--- config.mk ---
export PLATFORM = sky130hd
export DESIGN_NAME = tthbif_cfg_ctrl
export DESIGN_NICKNAME = d
export VERILOG_FILES = /design/src/rtl/tthbif_pkg.sv /design/src/rtl/tthbif_cfg_ctrl.sv
export SDC_FILE = /design/constraint.sdc
export NUM_CORES = 1
export LEC_CHECK = 0
export BUFFER_PORTS_ARGS = -buffer_cell sky130_fd_sc_hd__buf_2
export CORE_UTILIZATION = 35
export CTS_BUF_LIST = sky130_fd_sc_hd__clkbuf_16
export DETAILED_ROUTE_END_ITERATION = 10
export GPL_TIMING_DRIVEN = 0
export SLEW_MARGIN = 20
export SYNTH_ARGS = -nofsm -noshare
export SYNTH_HDL_FRONTEND = slang
export SYNTH_SLANG_ARGS = --single-unit
--- constraint.sdc ---
create_clock -name clk_i -period 5 [get_ports clk_i]
set_input_delay 0.5 -clock clk_i [delete_from_list [all_inputs] [get_ports clk_i]]
set_output_delay 0.5 -clock clk_i [all_outputs]
set_load 0.02 [all_outputs]
--- src/rtl/tthbif_pkg.sv ---
// Shared constants and types for the tthbif configuration controller:
// command opcodes, response codes, register addresses and FSM states.
package tthbif_pkg;

  // Command opcodes (ASCII 'W' and 'R')
  localparam logic [7:0] OP_WRITE = 8'h57;
  localparam logic [7:0] OP_READ  = 8'h52;

  // Single-byte responses
  localparam logic [7:0] RSP_ACK = 8'h06;
  localparam logic [7:0] RSP_NAK = 8'h15;

  // Register map
  localparam logic [7:0] REG_RX_FLOP = 8'h00;
  localparam logic [7:0] REG_RX_COMB = 8'h01;
  localparam logic [7:0] REG_TX_FLOP = 8'h02;
  localparam logic [7:0] REG_TX_COMB = 8'h03;
  localparam logic [7:0] REG_CTRL    = 8'h04;
  localparam logic [7:0] REG_ID      = 8'h05;

  // Constant returned by the read-only ID register
  localparam logic [7:0] ID_VALUE = 8'hA5;

  // Command parser states
  typedef enum logic [1:0] {
    IDLE = 2'd0,
    ADDR = 2'd1,
    DATA = 2'd2,
    RESP = 2'd3
  } state_e;

endpackage

--- src/rtl/tthbif_cfg_ctrl.sv ---
// UART-driven register block that sets the tthbif tap selects and link
// enable. Parses 'W' addr data / 'R' addr commands and answers every
// command with exactly one byte (ACK, NAK or read data). Incomplete
// commands are abandoned silently after TIMEOUT_CYCLES idle cycles.
module tthbif_cfg_ctrl
  import tthbif_pkg::*;
#(
  parameter int TAP_SEL_W      = 2,
  parameter int TIMEOUT_CYCLES = 65535
) (
  input  logic                 clk_i,
  input  logic                 rst_ni,
  input  logic                 rx_data_valid_i,
  input  logic [7:0]           rx_data_i,
  output logic                 tx_data_valid_o,
  output logic [7:0]           tx_data_o,
  input  logic                 tx_data_ready_i,
  output logic [TAP_SEL_W-1:0] rx_flop_tap_sel_o,
  output logic [TAP_SEL_W-1:0] rx_comb_tap_sel_o,
  output logic [TAP_SEL_W-1:0] tx_flop_tap_sel_o,
  output logic [TAP_SEL_W-1:0] tx_comb_tap_sel_o,
  output logic                 link_en_o
);

  localparam int CNT_W = $clog2(TIMEOUT_CYCLES + 1);
  localparam logic [CNT_W-1:0] CNT_LAST = CNT_W'(TIMEOUT_CYCLES - 1);
  localparam logic [CNT_W-1:0] CNT_MAX  = CNT_W'(TIMEOUT_CYCLES);

  state_e               state_q, state_d;
  logic                 op_write_q, op_write_d;
  logic [7:0]           addr_q, addr_d;
  logic [7:0]           tx_data_q, tx_data_d;
  logic                 tx_valid_q, tx_valid_d;
  logic [CNT_W-1:0]     cnt_q, cnt_d;
  logic [TAP_SEL_W-1:0] rx_flop_q, rx_flop_d;
  logic [TAP_SEL_W-1:0] rx_comb_q, rx_comb_d;
  logic [TAP_SEL_W-1:0] tx_flop_q, tx_flop_d;
  logic [TAP_SEL_W-1:0] tx_comb_q, tx_comb_d;
  logic                 link_en_q, link_en_d;
  logic [7:0]           rd_data;

  // Read mux addressed by the incoming byte; unmapped addresses read as NAK
  always_comb begin
    rd_data = RSP_NAK;
    case (rx_data_i)
      REG_RX_FLOP: rd_data = 8'(rx_flop_q);
      REG_RX_COMB: rd_data = 8'(rx_comb_q);
      REG_TX_FLOP: rd_data = 8'(tx_flop_q);
      REG_TX_COMB: rd_data = 8'(tx_comb_q);
      REG_CTRL:    rd_data = {7'b0, link_en_q};
      REG_ID:      rd_data = ID_VALUE;
      default:     rd_data = RSP_NAK;
    endcase
  end

  // Command parser: next state, register writes, response byte, timeout
  always_comb begin
    state_d    = state_q;
    op_write_d = op_write_q;
    addr_d     = addr_q;
    tx_data_d  = tx_data_q;
    cnt_d      = cnt_q;
    rx_flop_d  = rx_flop_q;
    rx_comb_d  = rx_comb_q;
    tx_flop_d  = tx_flop_q;
    tx_comb_d  = tx_comb_q;
    link_en_d  = link_en_q;

    unique case (state_q)
      IDLE: begin
        cnt_d = '0;
        if (rx_data_valid_i) begin
          if (rx_data_i == OP_WRITE || rx_data_i == OP_READ) begin
            op_write_d = (rx_data_i == OP_WRITE);
            state_d    = ADDR;
          end else begin
            tx_data_d = RSP_NAK;
            state_d   = RESP;
          end
        end
      end

      ADDR: begin
        if (rx_data_valid_i) begin
          cnt_d = '0;
          if (op_write_q) begin
            addr_d  = rx_data_i;
            state_d = DATA;
          end else begin
            tx_data_d = rd_data;
            state_d   = RESP;
          end
        end else if (cnt_q == CNT_LAST) begin
          cnt_d   = '0;
          state_d = IDLE;
        end else if (cnt_q != CNT_MAX) begin
          cnt_d = cnt_q + 1'b1;
        end
      end

      DATA: begin
        if (rx_data_valid_i) begin
          cnt_d     = '0;
          tx_data_d = RSP_ACK;
          state_d   = RESP;
          case (addr_q)
            REG_RX_FLOP: rx_flop_d = rx_data_i[TAP_SEL_W-1:0];
            REG_RX_COMB: rx_comb_d = rx_data_i[TAP_SEL_W-1:0];
            REG_TX_FLOP: tx_flop_d = rx_data_i[TAP_SEL_W-1:0];
            REG_TX_COMB: tx_comb_d = rx_data_i[TAP_SEL_W-1:0];
            REG_CTRL:    link_en_d = rx_data_i[0];
            default:     tx_data_d = RSP_NAK;
          endcase
        end else if (cnt_q == CNT_LAST) begin
          cnt_d   = '0;
          state_d = IDLE;
        end else if (cnt_q != CNT_MAX) begin
          cnt_d = cnt_q + 1'b1;
        end
      end

      RESP: begin
        // Incoming bytes are ignored here; hold the byte until accepted
        cnt_d = '0;
        if (tx_data_ready_i) begin
          state_d = IDLE;
        end
      end

      default: state_d = IDLE;
    endcase

    tx_valid_d = (state_d == RESP);
  end

  // State and register file, cleared asynchronously
  always_ff @(posedge clk_i or negedge rst_ni) begin
    if (!rst_ni) begin
      state_q    <= IDLE;
      op_write_q <= 1'b0;
      addr_q     <= 8'h00;
      tx_data_q  <= 8'h00;
      tx_valid_q <= 1'b0;
      cnt_q      <= '0;
      rx_flop_q  <= '1;
      rx_comb_q  <= '1;
      tx_flop_q  <= '1;
      tx_comb_q  <= '1;
      link_en_q  <= 1'b0;
    end else begin
      state_q    <= state_d;
      op_write_q <= op_write_d;
      addr_q     <= addr_d;
      tx_data_q  <= tx_data_d;
      tx_valid_q <= tx_valid_d;
      cnt_q      <= cnt_d;
      rx_flop_q  <= rx_flop_d;
      rx_comb_q  <= rx_comb_d;
      tx_flop_q  <= tx_flop_d;
      tx_comb_q  <= tx_comb_d;
      link_en_q  <= link_en_d;
    end
  end

  assign tx_data_valid_o   = tx_valid_q;
  assign tx_data_o         = tx_data_q;
  assign rx_flop_tap_sel_o = rx_flop_q;
  assign rx_comb_tap_sel_o = rx_comb_q;
  assign tx_flop_tap_sel_o = tx_flop_q;
  assign tx_comb_tap_sel_o = tx_comb_q;
  assign link_en_o         = link_en_q;

endmodule

==> flow_summary.json <==
{
  "tightest_slew_ps": 677.6,
  "final-hold-violation-count": 0,
  "design.core.area_um2": 6495,
  "synthSimpleGateAreaFrac_pct": 19.52,
  "htreeDepth": 2,
  "rsz0062_at_grt": "no",
  "ir_drop_v": 0.0001734,
  "maxCapViolCount": 0,
  "path_class": "register to register",
  "wire_per_inst_um": 15.89,
  "first_global_vias": 1937,
  "final.fill_count": 612,
  "cts_tree": "yes",
  "synthMuxAreaShare_pct": 10.62,
  "layout_min_cycle_time_ps": 2350,
  "hpwlAfterDp_mm": 3.849,
  "synth_edf_count": 0,
  "place_area_um2": 2646,
  "p_leak_nw": 1.238,
  "ys.flop_type": "dfrtp_1",
  "ys_types": 56,
  "fin_nets": 282,
  "drive_gt1_share_pct": 27.65,
  "relSlewSlack_pct": 54.45,
  "multi_input_area_um2": 1270,
  "syn_avg_cell_area_um2": 10.55,
  "portBuffers": 26,
  "synth_seq_area_share_pct": 43.92,
  "cts_buffers": 5,
  "gr-total-overflow": 0,
  "dieWidth_um": 85.09,
  "total_power_w": 0.001229,
  "grt_usage_pct": 16.17,
  "maxSlewViolCount": 0,
  "synth_xor_area_share_pct": 1.088,
  "period_share_pct": 47.00,
  "postRouteAntennaNets": 0,
  "arrival_ps": 2550,
  "required_ps": 5200,
  "clk_latency_ps": 280,
  "ys.warnings.count": 0,
  "synth_top_area_cell": "dfrtp_1",
  "synth_top_area_share_pct": 35.21,
  "clock.fmax_mhz": 425.5,
  "dieArea_um2": 7239,
  "yosys_register_bits": 42,
  "stdcell_area_um2": 2815,
  "vias": 1943,
  "synth_top_family_by_area": "simple AND/OR/NAND/NOR gates",
  "clk_path_buf_depth": 2,
  "grt_pass1_wl_mm": 9.335,
  "die_h_um": 85.09,
  "vias_per_cell": 5.698,
  "clock_sinks": 42,
  "ctsHoldBuffers": 0,
  "clk_pin_slew_ps": 60,
  "post_cts_buffers": 0,
  "antenna_found_initial": 0,
  "synth_fa_ha_area_share_pct": 3.625,
  "grt_max_degree": 43,
  "wirelength_mm": 5.417,
  "post_cts_resized": 0,
  "syn_area_um2": 2416,
  "areaGrowthSynthToFinish_pct": 16.52,
  "start_util_pct": 37.20,
  "run_status": "finished, final reports clean",
  "synth_compound_area_share_pct": 17.40,
  "rows": 29,
  "async_flop_share_pct": 100.0,
  "drc": 0,
  "fin_tns_setup_ps": 0,
  "cp-start-kind": "register",
  "dr.first_iter.drc_count": 121,
  "powerDensity_nw_per_um2": 436.7,
  "register_area_um2": 1061,
  "gp_congestion": 0.7779,
  "crit_fanout": 9,
  "drtPass1Iterations": 4,
  "synth_area_leaders": "dfrtp_1, mux2_2, dfstp_2",
  "io_pins": 30,
  "clock-root-buffer": "clkbuf_16",
  "skew_ps": 5.092,
  "cp-end-kind": "register",
  "antenna_cells": 0,
  "setup_viol": 0,
  "min_path_type": "primary input to async pin",
  "syn-instance-count": 229
}
[state kept, by name, summed over array words and instances (netlist names)]
signal and cells:
cnt_q 16, addr_q 8, tx_data_o 5, rx_comb_tap_sel_o 2, rx_flop_tap_sel_o 2, state_q 2, tx_comb_tap_sel_o 2, tx_flop_tap_sel_o 2
link_en_o 1, op_write_q 1, tx_data_valid_o 1
[stage by stage]
step	utilization, %	instances	hold slack (ps)	setup slack, ps
after floorplan	-	230	204.4	2966
after global placement	40.74	333	490.9	2693
after CTS	43.31	341	398.1	2630
after detailed placement	40.74	333	498.6	2665
after global routing	43.34	341	252.8	2418
final	43.34	341	197.9	2650
[Yosys cell counts (all sizes together) (3+ instances only)]
| cell | instances |
|---|---|
| dfrtp | 34 |
| dfstp | 8 |
| nand4 | 7 |
| ha | 7 |
| nand3 | 12 |
| o21ai | 9 |
| and3 | 3 |
| xnor2 | 3 |
| or4 | 5 |
| nand2 | 12 |
| nor4 | 4 |
| inv | 10 |
| nor2b | 6 |
| clkbuf | 5 |
| a211oi | 3 |
| buf | 5 |
| a31oi | 4 |
| and4 | 6 |
| nor2 | 6 |
| a21oi | 16 |
| o31ai | 4 |
| nor3 | 4 |
| mux2 | 19 |
[power breakdown]
part | switching, W | total [W] | internal (W)
sequential | 0.0000373 | 0.000433 | 0.000395
clock | 0.000136 | 0.000369 | 0.000234
combinational | 0.000256 | 0.000427 | 0.000171
[path summary, 6_finish.rpt]
| check | slack [ps] | cells after the start | endpoint | start |
|---|---|---|---|---|
| worst min register to register | 510 | 1 | addr_q[5] | addr_q[5] |
| min in group clk_i | 500 | 2 | addr_q[5] | rx_data_i[5] |
| worst min-delay path | 200 | 1 | tx_data_o[2] | rst_ni |
| max in group asynchronous | 4440 | 1 | cnt_q[10] | rst_ni |
| worst max-delay path | 2650 | 6 | cnt_q[15] | state_q[0] |
| worst max register to register | 2650 | 6 | cnt_q[15] | state_q[0] |
[cells by family after synthesis]
family / count (synthesis)
AND/OR/NAND/NOR: 74
AO/OA/AOI/OAI: 60
flip-flops: 42
multiplexers: 22
buffers and inverters: 20
adder cells (fa/ha/maj): 7
XOR/XNOR: 3
other: 1
[layout by cell type, fill, tap and decap left out, types with 3 or more instances in the layout]
cell type  synthesis  layout
clkbuf_16          0       5
a211oi_1           3       3
and3_1             3       3
a21oi_1           16      16
clkbuf_1           5       5
dfrtp_1           34      34
mux2_2            19      19
o31ai_1            4       4
and4_1             6       6
a31oi_1            4       4
nand2_1           12      12
dfstp_2            8       8
inv_1             10      11
ha_1               7       7
nor2b_1            6       6
o21ai_0            9       9
nand4_1            6       6
nor3_1             4       4
or4_1              4       4
nor2_1             6       6
nand3_1           12      12
buf_2              2      27
buf_4              3       4
xnor2_1            3       3
[area by class of cell]
class	instances	area share, %
multi-input cells	168	45.11
flip-flops and latches	42	37.69
repair buffers	26	4.711
clock buffers	5	4.444
well taps	77	3.422
plain buffers	10	1.822
clock inverters	3	1.467
inverters	10	1.333
[metal layers]
metal	up-vias	global-route usage, %	share of wire [%]
met4	0	4.777	0.78
met3	4	3.405	2.5
met2	26	25.81	47
li1	957	-	-
met5	-	0	0
met1	956	22.16	49
[critical path, stage by stage (launching register included)]
cell and delay [ps]:
dfrtp_1 440, inv_1 110, ha_1 390, or3b_2 470, nor4_2 520, o31ai_1 180, a21oi_1 160
No activity file was read; power rests on OpenSTA's default activity.
